**config.mk**
```make
export PLATFORM = sky130hd
export DESIGN_NAME = datapath_pipe
export DESIGN_NICKNAME = d
export VERILOG_FILES = /design/src/rtl/datapath_pipe.sv
export SDC_FILE = /design/constraint.sdc
export NUM_CORES = 1
export LEC_CHECK = 0
export BUFFER_PORTS_ARGS = -buffer_cell sky130_fd_sc_hd__buf_4
export CAP_MARGIN = 0
export CELL_PAD_IN_SITES_DETAIL_PLACEMENT = 0
export CELL_PAD_IN_SITES_GLOBAL_PLACEMENT = 1
export CORE_MARGIN = 1
export CORE_UTILIZATION = 43
export CTS_CLUSTER_DIAMETER = 80
export CTS_CLUSTER_SIZE = 14
export DETAILED_ROUTE_END_ITERATION = 12
export GPL_TIMING_DRIVEN = 1
export PLACE_DENSITY = 0.79
export SLEW_MARGIN = 0
export SYNTH_ARGS = -nofsm -noshare
export SYNTH_HDL_FRONTEND = slang
export SYNTH_SLANG_ARGS = --single-unit
```
**constraint.sdc**
```tcl
create_clock -name clk -period 3.2 [get_ports clk]
set_clock_uncertainty 0.15 [all_clocks]
set_input_delay 0 -clock clk [delete_from_list [all_inputs] [get_ports clk]]
set_output_delay 0 -clock clk [all_outputs]
set_load 0.01 [all_outputs]
```
**src/rtl/datapath_pipe.sv**
```systemverilog
// datapath_pipe: register file, operand-B mux and 8-op ULA in two stages,
// with automatic write-back and forwarding of the in-flight S1 result.
module datapath_pipe #(
   parameter int WIDTH = 8,
   parameter int NREG  = 8,
   localparam int AW   = $clog2(NREG)
) (
   input  logic             clk,
   input  logic             reset,
   input  logic             in_valid,
   input  logic [AW-1:0]    ra1,
   input  logic [AW-1:0]    ra2,
   input  logic [WIDTH-1:0] constante,
   input  logic             select_src,
   input  logic [2:0]       ULAControl,
   input  logic             wb_en,
   input  logic [AW-1:0]    wa,
   input  logic             ext_we,
   input  logic [AW-1:0]    ext_wa,
   input  logic [WIDTH-1:0] ext_wd,
   output logic             out_valid,
   output logic [WIDTH-1:0] ULAResult,
   output logic             CarryOut,
   output logic             Flag_z,
   output logic             Flag_n,
   output logic             Flag_v
);

   localparam logic [2:0] OP_ADD  = 3'b000;
   localparam logic [2:0] OP_SUB  = 3'b001;
   localparam logic [2:0] OP_AND  = 3'b010;
   localparam logic [2:0] OP_OR   = 3'b011;
   localparam logic [2:0] OP_XOR  = 3'b100;
   localparam logic [2:0] OP_SLT  = 3'b101;
   localparam logic [2:0] OP_ADDC = 3'b110;
   localparam logic [2:0] OP_SLTS = 3'b111;

   logic [WIDTH-1:0] rf_q [NREG];
   logic [WIDTH-1:0] rf_d [NREG];

   logic             s1_valid_q, s1_valid_d;
   logic [WIDTH-1:0] s1_a_q, s1_a_d;
   logic [WIDTH-1:0] s1_b_q, s1_b_d;
   logic [2:0]       s1_op_q, s1_op_d;
   logic             s1_wb_q, s1_wb_d;
   logic [AW-1:0]    s1_wa_q, s1_wa_d;

   logic             out_valid_q, out_valid_d;
   logic [WIDTH-1:0] res_q, res_d;
   logic             c_q, c_d;
   logic             z_q, z_d;
   logic             n_q, n_d;
   logic             v_q, v_d;

   logic [WIDTH:0]   sum;
   logic [WIDTH-1:0] add_b;
   logic             add_ci;
   logic             ovf;
   logic [WIDTH-1:0] alu_res;
   logic             alu_c;
   logic             alu_v;

   logic             fwd1, fwd2;
   logic [WIDTH-1:0] op_a, rd_b, op_b;

   // Subtraction reuses the adder as A + ~B + 1; borrow is the inverted carry.
   always_comb begin
      add_b  = (s1_op_q == OP_SUB) ? ~s1_b_q : s1_b_q;
      add_ci = 1'b0;
      if (s1_op_q == OP_SUB)
         add_ci = 1'b1;
      else if (s1_op_q == OP_ADDC)
         add_ci = c_q;
      sum = {1'b0, s1_a_q} + {1'b0, add_b}
          + {{WIDTH{1'b0}}, add_ci};
      ovf = (s1_a_q[WIDTH-1] == add_b[WIDTH-1])
         && (sum[WIDTH-1] != s1_a_q[WIDTH-1]);
      alu_res = '0;
      alu_c   = 1'b0;
      alu_v   = 1'b0;
      unique case (s1_op_q)
         OP_ADD, OP_ADDC: begin
            alu_res = sum[WIDTH-1:0];
            alu_c   = sum[WIDTH];
            alu_v   = ovf;
         end
         OP_SUB: begin
            alu_res = sum[WIDTH-1:0];
            alu_c   = ~sum[WIDTH];
            alu_v   = ovf;
         end
         OP_AND:  alu_res = s1_a_q & s1_b_q;
         OP_OR:   alu_res = s1_a_q | s1_b_q;
         OP_XOR:  alu_res = s1_a_q ^ s1_b_q;
         OP_SLT:  alu_res = {{(WIDTH-1){1'b0}}, s1_a_q < s1_b_q};
         OP_SLTS: alu_res = {{(WIDTH-1){1'b0}},
                             $signed(s1_a_q) < $signed(s1_b_q)};
      endcase
   end

   always_comb begin
      fwd1 = s1_valid_q && s1_wb_q && (s1_wa_q == ra1);
      fwd2 = s1_valid_q && s1_wb_q && (s1_wa_q == ra2);
      op_a = fwd1 ? alu_res : rf_q[ra1];
      rd_b = fwd2 ? alu_res : rf_q[ra2];
      op_b = select_src ? constante : rd_b;
   end

   // Write-back is applied last so it wins over a same-address external write.
   always_comb begin
      rf_d = rf_q;
      if (ext_we)
         rf_d[ext_wa] = ext_wd;
      if (s1_valid_q && s1_wb_q)
         rf_d[s1_wa_q] = alu_res;
   end

   always_comb begin
      s1_valid_d = in_valid;
      s1_a_d     = s1_a_q;
      s1_b_d     = s1_b_q;
      s1_op_d    = s1_op_q;
      s1_wb_d    = s1_wb_q;
      s1_wa_d    = s1_wa_q;
      if (in_valid) begin
         s1_a_d  = op_a;
         s1_b_d  = op_b;
         s1_op_d = ULAControl;
         s1_wb_d = wb_en;
         s1_wa_d = wa;
      end
   end

   always_comb begin
      out_valid_d = s1_valid_q;
      res_d       = res_q;
      c_d         = c_q;
      z_d         = z_q;
      n_d         = n_q;
      v_d         = v_q;
      if (s1_valid_q) begin
         res_d = alu_res;
         c_d   = alu_c;
         z_d   = (alu_res == '0);
         n_d   = alu_res[WIDTH-1];
         v_d   = alu_v;
      end
   end

   always_ff @(posedge clk) begin
      if (reset) begin
         for (int i = 0; i < NREG; i++)
            rf_q[i] <= '0;
         s1_valid_q  <= 1'b0;
         s1_a_q      <= '0;
         s1_b_q      <= '0;
         s1_op_q     <= '0;
         s1_wb_q     <= 1'b0;
         s1_wa_q     <= '0;
         out_valid_q <= 1'b0;
         res_q       <= '0;
         c_q         <= 1'b0;
         z_q         <= 1'b0;
         n_q         <= 1'b0;
         v_q         <= 1'b0;
      end else begin
         rf_q        <= rf_d;
         s1_valid_q  <= s1_valid_d;
         s1_a_q      <= s1_a_d;
         s1_b_q      <= s1_b_d;
         s1_op_q     <= s1_op_d;
         s1_wb_q     <= s1_wb_d;
         s1_wa_q     <= s1_wa_d;
         out_valid_q <= out_valid_d;
         res_q       <= res_d;
         c_q         <= c_d;
         z_q         <= z_d;
         n_q         <= n_d;
         v_q         <= v_d;
      end
   end

   assign out_valid = out_valid_q;
   assign ULAResult = res_q;
   assign CarryOut  = c_q;
   assign Flag_z    = z_q;
   assign Flag_n    = n_q;
   assign Flag_v    = v_q;

endmodule

```
==> out/qor.csv <==
metric;value;unit
cts-htree-levels;3;
drt-pass1-iter-count;6;
core_region_area;0.01543;sq mm
cts.root.buffer_cell;sky130_fd_sc_hd__clkbuf_16;
finalCoreUtilization;52.45;%
async_flop_share;0;%
io_buffer_count;49;
critical_path.startpoint_type;register;
pwr_density_cell;381.0;mW/mm^2
leakage;0.003063;uW
route.detailed.vias_per_inst;6.078;
netlist_area;0.006879;sq mm
hold_path_class;in -> reg;
wire_length_of_the_first_global_routing_pass;33500;um
synth_enable_flop_cells;0;
number_of_antenna_violations_at_the_first_check_in_global_routing;0;
fin_tns_setup;0;ps
filler_cell_count;1430;
finalWorstPathRequiredPeriod;3047;ps
worstPathMaxFanout;10;
run_status;completed;
maxCapViolCount;0;
critical_path_class;reg -> reg;
peakVddDrop;0.0003397;V
clockBufferDepth;2;
rsz_0062_raised_after_global_routing;no;
initialDrtViolationCount;602;
grt_usage;26.78;%
yosys_most_used_dff;sky130_fd_sc_hd__dfxtp_1;
die_w;128.5;um
placement_rows;45;
place.gp.congestion;0.8980;
area_growth_syn_to_layout;17.62;%
cts_made_buffers;9;
post-place-cells;968;
synth.yosys.warnings;0;
finalMaxSlewViolations;0;
layout_worst_path_cycle_share;95.21;%
grt_max_degree;55;
finalHoldViolations;0;
synthesis.area_per_instance;9.271;sq um
insertion_delay;350;ps
post-layout-total-power;3082;uW
worst_ep_required_time;3260;ps
detailroute.via_count;6181;
timing.critical_path.to_type;register;
via_count_of_the_first_global_routing_pass;5918;
layout-drive-gt1-share;22.70;%
yosysUniqueCellTypes;71;
die-area;0.01651;sq mm
cts_tree;built;
antenna_cells_inserted;0;
slew_headroom;38.66;%
finalNonFillerCells;1017;
mappedNetlistNets;812;
drt_drc_violations_left;0;
route.detailed.wl_per_inst;21.08;um
clock_sinks;100;
place.detailed.hpwl;14490;um
finalNetCount;872;
timing.final.setup_violations;0;
grt_overflow_total;0;
io-pin-count;50;
max_clock_freq;0.3282;GHz
yosys_register_bits;100;
die_y;128.5;um
ant_nets;0;
initial_standard_cell_utilization_of_the_core;44.59;%
synth_sequential_area_ratio;29.10;%
post-cts-setup-buffers;0;
arrival;3100;ps
drt_wl_total;21440;um
clk_transition_reported_paths;70;ps
timing_worst_slew_pin_value;918.1;ps
post_synth_inst_count;742;
## area by class of cell
type | instances | area, sq um | area share, %
well taps | 211 | 264.0 | 3.263
clock inverters | 3 | 21.27 | 0.2629
flip-flops and latches | 100 | 2003 | 24.76
clock buffers | 12 | 256.5 | 3.170
multi-input cells | 548 | 4473 | 55.28
repair buffers | 117 | 975.9 | 12.06
inverters | 26 | 97.59 | 1.206
## synth_stat cells, types with 7 or more instances
master                     count  area share, %
sky130_fd_sc_hd__a211oi_1    101             11
sky130_fd_sc_hd__a211o_1       8            1.0
sky130_fd_sc_hd__a21oi_1      31            2.3
sky130_fd_sc_hd__o21ai_0       7           0.51
sky130_fd_sc_hd__buf_4        10            1.1
sky130_fd_sc_hd__inv_1        25            1.4
sky130_fd_sc_hd__nor2_1       85            4.6
sky130_fd_sc_hd__nor2b_1      38            3.5
sky130_fd_sc_hd__nand2_1      31            1.7
sky130_fd_sc_hd__mux2_2       31            5.1
sky130_fd_sc_hd__xor2_1        7           0.89
sky130_fd_sc_hd__buf_2        23            1.7
sky130_fd_sc_hd__mux2i_1      21            3.1
sky130_fd_sc_hd__dfxtp_1     100             29
sky130_fd_sc_hd__nor3_1       10           0.73
sky130_fd_sc_hd__xnor2_1      11            1.4
sky130_fd_sc_hd__clkbuf_1     27            1.5
sky130_fd_sc_hd__mux4_2       32             10
sky130_fd_sc_hd__ha_1         31            5.6
sky130_fd_sc_hd__nand2b_1      7           0.64
## through the flow
step | area [sq um] | hold slack [ps] | setup WS (ps)
2_1_floorplan | 6890 | -75.71 | 17.84
3_3_place_gp | 7448 | 87.35 | 161.9
3_5_place_dp | 7448 | 93.44 | 45.78
4_1_cts | 8066 | 77.14 | 27.41
5_1_grt | 8092 | 118.3 | 10.58
6_report | 8092 | 88.14 | 153.2
## final timing paths
path	startpoint	end	slack, ps	depth (start not counted)
worst min-delay path	constante[7]	s1_b_q[7]$_SDFFE_PP0P_	90	4
worst min register to register	ULAResult[1]$_SDFFE_PP0P_	ULAResult[1]$_SDFFE_PP0P_	330	2
worst max-delay path	s1_op_q[2]$_SDFFE_PP0P_	s1_b_q[7]$_SDFFE_PP0P_	150	11
worst max register to register	s1_op_q[2]$_SDFFE_PP0P_	s1_b_q[7]$_SDFFE_PP0P_	150	11
## per-layer routing
layer / GRT usage, % / share of wire [%] / up-vias
met5: 0 / 0 / -
met4: 8.235 / 1.8 / 0
met3: 3.617 / 6.4 / 36
met2: 42.89 / 46 / 234
met1: 37.46 / 46 / 3031
li1: - / - / 2880
## cell usage in the layout, fill, tap and decap left out, types with 6 or more instances in the layout
cell type	instances
sky130_fd_sc_hd__inv_1	25
sky130_fd_sc_hd__clkbuf_16	9
sky130_fd_sc_hd__dlygate4sd3_1	34
sky130_fd_sc_hd__buf_4	82
sky130_fd_sc_hd__ha_1	31
sky130_fd_sc_hd__nand2_1	31
sky130_fd_sc_hd__a211oi_1	101
sky130_fd_sc_hd__dfxtp_1	99
sky130_fd_sc_hd__nand2b_1	7
sky130_fd_sc_hd__mux2_2	31
sky130_fd_sc_hd__nor2_1	85
sky130_fd_sc_hd__mux2i_1	21
sky130_fd_sc_hd__xor2_1	7
sky130_fd_sc_hd__mux4_2	32
sky130_fd_sc_hd__a211o_1	8
sky130_fd_sc_hd__xnor2_1	10
sky130_fd_sc_hd__nor3_1	10
sky130_fd_sc_hd__o21ai_0	6
sky130_fd_sc_hd__nor2b_1	38
sky130_fd_sc_hd__a21oi_1	30
## state kept, by name, summed over array words and instances, names as in the netlist
register	cells
rf_q	64
ULAResult	8
s1_a_q	8
s1_b_q	8
s1_op_q	3
s1_wa_q	3
CarryOut	1
Flag_v	1
Flag_z	1
out_valid	1
out_valid_d	1
s1_wb_q	1
## repair_timing
item | in CTS | in global routing
setup endpoints to repair | 0 | 23
hold buffers | 34 | 0
resized for setup | 0 | 8
hold endpoints to repair | 54 | 0
## worst max-delay path, cell delays in order (launching register included)
cell	delay [ps]
sky130_fd_sc_hd__dfxtp_2	350
sky130_fd_sc_hd__nor2_1	50
sky130_fd_sc_hd__and2_2	220
sky130_fd_sc_hd__buf_4	190
sky130_fd_sc_hd__xnor2_1	240
sky130_fd_sc_hd__ha_1	280
sky130_fd_sc_hd__nand2b_1	100
sky130_fd_sc_hd__a21oi_1	100
sky130_fd_sc_hd__o41a_1	360
sky130_fd_sc_hd__a2111o_1	480
sky130_fd_sc_hd__nand3_2	250
sky130_fd_sc_hd__a311oi_1	140
## report_power, final
part | internal [uW] | switching [uW] | total (uW)
Clock | 568 | 494 | 1060
Sequential | 1290 | 40.4 | 1330
Combinational | 302 | 391 | 693
## kinds of logic (layout without fill, tap and decap cells)
group | Yosys count | in the layout | synth area share [%]
xor+xnor | 18 | 18 | 2.292
simple gates | 209 | 209 | 15.42
compound gates | 202 | 202 | 21.61
mux | 86 | 86 | 18.93
buf+inv | 94 | 158 | 6.420
fa+ha+maj | 33 | 33 | 6.220
flops | 100 | 100 | 29.10
Power figures use the tool's default switching activity.
